==> src/rtl/xadc_drp_sequencer.sv <==
// Periodic XADC DRP sweep over aux channels 6/7/14/15, holding the latest result per slot.
// Optional build macro XADC_SEQ_AVG_EN: each slot publishes the mean of four consecutive reads.
module xadc_drp_sequencer #(
  parameter int SAMPLE_DIV     = 1000000,
  parameter int TIMEOUT_CYCLES = 64
) (
  input  logic        CLK100MHZ,
  input  logic        reset,
  input  logic [3:0]  chan_en,
  input  logic        err_clr,
  output logic        drp_den,
  output logic [6:0]  drp_daddr,
  input  logic        drp_drdy,
  input  logic [15:0] drp_do,
  output logic [63:0] sample,
  output logic        sample_valid,
  output logic [1:0]  sample_chan,
  output logic        sweep_done,
  output logic        busy,
  output logic        timeout_err,
  output logic        overrun,
  output logic [2:0]  dbg_state
);

  localparam int TW = $clog2(SAMPLE_DIV);
  localparam int CW = $clog2(TIMEOUT_CYCLES + 1);

  typedef enum logic [2:0] {
    S_IDLE  = 3'd0,
    S_ISSUE = 3'd1,
    S_WAIT  = 3'd2,
    S_STORE = 3'd3,
    S_NEXT  = 3'd4
  } state_t;

  state_t        r_state, w_state_nxt;
  logic [TW-1:0] r_tick_cnt;
  logic [CW-1:0] r_to_cnt;
  logic [1:0]    r_ptr;
  logic [6:0]    r_daddr;
  logic          r_busy, r_timeout_err, r_overrun, r_fire;
  logic [15:0]   r_slot [4];
  logic [1:0]    w_first_ptr, w_next_ptr;
  logic          w_tick, w_any_en, w_next_found, w_timeout, w_capture;

  function automatic logic [6:0] slot_addr(input logic [1:0] s);
    case (s)
      2'd0:    slot_addr = 7'h16;
      2'd1:    slot_addr = 7'h17;
      2'd2:    slot_addr = 7'h1E;
      default: slot_addr = 7'h1F;
    endcase
  endfunction

  assign w_tick    = (r_tick_cnt == TW'(SAMPLE_DIV - 1));
  assign w_any_en  = |chan_en;
  assign w_capture = (r_state == S_WAIT) && drp_drdy;
  assign w_timeout = (r_state == S_WAIT) && !drp_drdy && (r_to_cnt == CW'(TIMEOUT_CYCLES - 1));

  // Scan from the top down so the last hit is the lowest qualifying slot.
  always_comb begin
    w_first_ptr  = 2'd0;
    w_next_ptr   = r_ptr;
    w_next_found = 1'b0;
    for (int i = 3; i >= 0; i--) begin
      if (chan_en[i]) w_first_ptr = 2'(i);
      if (chan_en[i] && (3'(i) > {1'b0, r_ptr})) begin
        w_next_found = 1'b1;
        w_next_ptr   = 2'(i);
      end
    end
  end

  always_ff @(posedge CLK100MHZ) begin
    if (reset || w_tick) r_tick_cnt <= '0;
    else                 r_tick_cnt <= r_tick_cnt + 1'b1;
  end

  always_ff @(posedge CLK100MHZ) begin
    if (reset) r_state <= S_IDLE;
    else       r_state <= w_state_nxt;
  end

  // DRP handshake: drp_den is a one-cycle request (ISSUE only); the single outstanding read
  // completes on the first drp_drdy seen in WAIT, and drdy outside WAIT is dropped.
  always_comb begin
    w_state_nxt  = r_state;
    drp_den      = 1'b0;
    sample_valid = 1'b0;
    sample_chan  = 2'd0;
    sweep_done   = 1'b0;
    case (r_state)
      S_IDLE:  if (w_tick && w_any_en) w_state_nxt = S_ISSUE;
      S_ISSUE: begin
        drp_den     = 1'b1;
        w_state_nxt = S_WAIT;
      end
      S_WAIT: begin
        if (drp_drdy)       w_state_nxt = S_STORE;
        else if (w_timeout) w_state_nxt = S_NEXT;
      end
      S_STORE: begin
        sample_valid = r_fire;
        sample_chan  = r_ptr;
        w_state_nxt  = S_NEXT;
      end
      S_NEXT: begin
        if (w_next_found) w_state_nxt = S_ISSUE;
        else begin
          sweep_done  = 1'b1;
          w_state_nxt = S_IDLE;
        end
      end
      default: w_state_nxt = S_IDLE;
    endcase
  end

  always_ff @(posedge CLK100MHZ) begin
    if (reset) begin
      r_ptr    <= 2'd0;
      r_daddr  <= 7'd0;
      r_busy   <= 1'b0;
      r_to_cnt <= '0;
    end else begin
      case (r_state)
        S_IDLE: if (w_tick && w_any_en) begin
          r_ptr   <= w_first_ptr;
          r_daddr <= slot_addr(w_first_ptr);
          r_busy  <= 1'b1;
        end
        S_ISSUE: r_to_cnt <= '0;
        S_WAIT:  if (!drp_drdy && !w_timeout) r_to_cnt <= r_to_cnt + 1'b1;
        S_NEXT: begin
          if (w_next_found) begin
            r_ptr   <= w_next_ptr;
            r_daddr <= slot_addr(w_next_ptr);
          end else begin
            r_busy <= 1'b0;
          end
        end
        default: ;
      endcase
    end
  end

  // A new error in the same cycle as err_clr keeps the flag set.
  always_ff @(posedge CLK100MHZ) begin
    if (reset) begin
      r_timeout_err <= 1'b0;
      r_overrun     <= 1'b0;
    end else begin
      if (w_timeout)       r_timeout_err <= 1'b1;
      else if (err_clr)    r_timeout_err <= 1'b0;
      if (w_tick && r_busy) r_overrun    <= 1'b1;
      else if (err_clr)     r_overrun    <= 1'b0;
    end
  end

`ifdef XADC_SEQ_AVG_EN
  logic [17:0] r_acc [4];
  logic [1:0]  r_cnt [4];
  logic [17:0] w_acc_sum;

  assign w_acc_sum = r_acc[r_ptr] + {2'b00, drp_do};

  always_ff @(posedge CLK100MHZ) begin
    if (reset) begin
      for (int i = 0; i < 4; i++) begin
        r_slot[i] <= '0;
        r_acc[i]  <= '0;
        r_cnt[i]  <= '0;
      end
      r_fire <= 1'b0;
    end else if (w_capture) begin
      if (r_cnt[r_ptr] == 2'd3) begin
        r_slot[r_ptr] <= w_acc_sum[17:2];
        r_acc[r_ptr]  <= '0;
        r_cnt[r_ptr]  <= '0;
        r_fire        <= 1'b1;
      end else begin
        r_acc[r_ptr]  <= w_acc_sum;
        r_cnt[r_ptr]  <= r_cnt[r_ptr] + 2'd1;
        r_fire        <= 1'b0;
      end
    end else if (w_timeout) begin
      r_acc[r_ptr] <= '0;
      r_cnt[r_ptr] <= '0;
    end
  end
`else
  always_ff @(posedge CLK100MHZ) begin
    if (reset) begin
      for (int i = 0; i < 4; i++) r_slot[i] <= '0;
      r_fire <= 1'b0;
    end else if (w_capture) begin
      r_slot[r_ptr] <= drp_do;
      r_fire        <= 1'b1;
    end
  end
`endif

  assign drp_daddr   = r_daddr;
  assign sample      = {r_slot[3], r_slot[2], r_slot[1], r_slot[0]};
  assign busy        = r_busy;
  assign timeout_err = r_timeout_err;
  assign overrun     = r_overrun;
  assign dbg_state   = r_state;

endmodule

==> config.mk <==
export PLATFORM = sky130hd
export DESIGN_NAME = xadc_drp_sequencer
export DESIGN_NICKNAME = d
export VERILOG_FILES = /design/src/rtl/xadc_drp_sequencer.sv
export SDC_FILE = /design/constraint.sdc
export NUM_CORES = 1
export LEC_CHECK = 0
export ABC_AREA = 1
export CAP_MARGIN = 10
export CORE_MARGIN = 4
export CORE_UTILIZATION = 49
export DETAILED_ROUTE_END_ITERATION = 10
export PLACE_DENSITY_LB_ADDON = 0.1
export SYNTH_ARGS = -nofsm -noshare
export SYNTH_HDL_FRONTEND = slang
export SYNTH_SLANG_ARGS = --single-unit
==> constraint.sdc <==
create_clock -name CLK100MHZ -period 3.3 [get_ports CLK100MHZ]
set_clock_uncertainty 0.05 [all_clocks]
set_input_delay 0.66 -clock CLK100MHZ [delete_from_list [all_inputs] [get_ports CLK100MHZ]]
set_output_delay 0.66 -clock CLK100MHZ [all_outputs]
set_load 0.01 [all_outputs]
==> impl_metrics.json <==
{
  "maxCapViolCount": 0,
  "fill_cells": 667,
  "hpwl_um": 7090,
  "drt_pass1_iterations": 4,
  "final_core_util_pct": 67.2,
  "cts_hold_buf": 0,
  "ys_types": 31,
  "viasPerCell": 5.01,
  "leakage_nw": 2.14,
  "drive_gt1_share_pct": 9.04,
  "multiInputGateArea_um2": 1280,
  "path_cells": "inv_1, nand3_1, nand3_1, nor2_1, clkdlybuf4s50_1",
  "place_congestion": 0.877,
  "crit_top_cell": "nand3_1",
  "clk_latency_ns": 0.36,
  "cp_slowest_stage_delay_ns": 0.56,
  "cts-root-buf": "clkbuf_8",
  "synth_area_leader_cell": "edfxtp_1",
  "path_delay_family": "buffers and inverters",
  "num_rows": 33,
  "drt_drc_violations_left": 0,
  "startpoint_type": "flip-flop",
  "initial_core_util_pct": 51.2,
  "status": "finished, final reports clean",
  "p_total_mw": 2.45,
  "vias": 3297,
  "hold_viol_final": 0,
  "hold_class": "flip-flop to flip-flop",
  "cp.arrival_ns": 2.09,
  "tritoncts": "done",
  "hold_depth": 2,
  "n_antenna_cell": 0,
  "max-slew-margin-rel_pct": 40.7,
  "grt_max_degree": 24,
  "clock-sinks": 102,
  "core_um2": 8340,
  "dieArea_um2": 10300,
  "synth_area_leaders": "edfxtp_1, dfxtp_1, nor2_1, nand2_1, inv_1",
  "drtIter0Drc": 117,
  "detail-route-antenna-nets": 0,
  "ys_ff_latch": 102,
  "syn_area_um2": 4270,
  "p_per_area_nw_per_um2": 437,
  "ios": 106,
  "critical_path_class": "flip-flop to output pin",
  "ys_warn_count": 0,
  "fp.dieH_um": 101,
  "nets": 575,
  "slowest_stage": "clkdlybuf4s50_1",
  "drv_slew": 0,
  "final-seq-area_um2": 2680,
  "synthToLayoutAreaGrowth_pct": 31.3,
  "grt_pass1_wl_um": 15300,
  "period_share_pct": 84.8,
  "crit_path_end_kind": "output pin",
  "synth_top_area_share_pct": 45.0,
  "timing.hold.ws_ns": 0.409,
  "avgSynthCellArea_um2": 9.70,
  "cts_resized": 0,
  "antenna_found_initial": 0,
  "track_usage_pct": 19.0,
  "rrSetupSlack_ns": 1.36,
  "numCtsBuffers": 9,
  "hold_start": "r_to_cnt[5]",
  "required_ns": 2.59,
  "reg2reg_to": "r_slot[2][15]",
  "h-tree-depth": 3,
  "cp_max_fo": 5,
  "ir_worst_vdd_mv": 0.255,
  "drt-wirelength-per-cell_um": 14.4,
  "rsz0062_at_grt": "false",
  "critPathBufInv": 2,
  "clockBufferDepth": 2,
  "syn_inst": 440,
  "io_buffer_count": 103,
  "max_freq_mhz": 358,
  "hold-path-endpoint": "r_to_cnt[5]",
  "grt_overflow": 0,
  "wirelength_um": 9460,
  "yosysSeqAreaShare_pct": 62.8,
  "reg2reg_depth": 12,
  "die_x_um": 101,
  "worst_pin_slew_ns": 0.889,
  "rr_startpoint": "dbg_state[1]",
  "final.min_clock_period_ns": 2.80,
  "tns_ns": 0,
  "final-setup-viol-count": 0,
  "clk_pin_slew_worst_paths_ns": 0.10,
  "grt_pass1_vias": 3153,
  "cts_setup_buffers": 0
}
-- flip-flops by register name, summed over array words and instances (netlist names), 2 cells and up --
signal	cells
dbg_state	3
drp_daddr	2
r_ptr	2
r_slot	64
r_tick_cnt	20
r_to_cnt	7
-- cells in the final DEF, fill, tap and decap left out, types with 8 or more instances in the layout --
cell type          n
nor2_1            86
clkdlybuf4s50_1  103
buf_4              8
nand2_1           59
nor3_1            17
clkbuf_8           9
nand3_1           22
dfxtp_1           38
nor2_2            13
inv_1             57
a21oi_1           22
o21ai_0            9
edfxtp_1          64
-- Yosys cell counts --
cell type / number
xnor2_1: 4
buf_2: 5
nand3b_1: 3
o21ai_0: 10
ha_1: 2
o21a_1: 2
xor2_1: 4
nor2_2: 13
a22oi_1: 1
nand2_4: 1
or2_2: 1
a32oi_1: 1
nand2_1: 59
a21oi_1: 22
nand2_2: 3
nor3_2: 2
nor2_1: 86
nand4_1: 4
conb_1: 1
inv_2: 3
edfxtp_1: 64
buf_4: 6
nor2_4: 3
clkbuf_1: 2
dfxtp_1: 38
inv_1: 57
nor3_1: 17
a31oi_1: 2
buf_6: 1
nand3_1: 22
o2111a_1: 1
-- power breakdown --
part           leakage (nW)  internal (mW)  switching, mW
clock                0.0936          0.353          0.430
combinational          1.08          0.115          0.135
sequential            0.968           1.39         0.0198
-- logic make-up (layout without fill, tap and decap cells) --
group	Yosys count	count (layout)	synth area share (%)
and+or+nand+nor	214	214	22.5
DFF	102	102	62.8
buffers and inverters	74	186	7.36
AOI/OAI and AO/OA	39	39	5.04
xor gates and xnor gates	8	8	1.64
adders and majority gates	2	2	0.586
other	1	2	0.0878
-- worst max-delay path by stage --
| stage | from | endpoint | slack, ns | cells past startpoint |
|---|---|---|---|---|
| 4_1_cts | r_ptr[0] | sweep_done | 0.50 | 5 |
| 3_3_place_gp | chan_en[1] | sweep_done | 0.60 | 5 |
| 2_1_floorplan | drp_drdy | r_slot[3][0] | 0.79 | 4 |
| 5_1_grt | r_ptr[0] | sweep_done | 0.34 | 5 |
| 6_report | r_ptr[0] | sweep_done | 0.50 | 5 |
| 3_5_place_dp | reset | r_slot[1][3] | 0.55 | 4 |
-- through the flow --
step	setup slack, ns	instance area [µm²]	std cells
final	0.503	5600	658
after global routing	0.340	5600	658
after CTS	0.501	5600	658
after detailed placement	0.554	5410	643
after global placement	0.597	5410	643
after floorplan	0.791	4270	441
-- layer usage --
metal,track usage (%),up-vias,routed length (µm)
met5,0,-,0
met4,5.01,0,82
met3,4.20,6,700
met2,32.0,105,4650
met1,25.0,1540,4020
li1,-,1646,-
-- tightest hold or removal path: cells and delay by family (launching register included) --
family,cells,cell delay [ns]
AO/OA/AOI/OAI,1,0.05
buffers and inverters,1,0.05
flip-flops,1,0.33
-- layout make-up --
class | instances | area share, %
repair buffers | 111 | 19.5
multi-input cells | 265 | 22.8
clock inverters | 6 | 1.25
flip-flops and latches | 102 | 47.9
clock buffers | 9 | 2.21
well taps | 105 | 2.34
inverters | 60 | 4.02
Power figures use the tool's default switching activity.
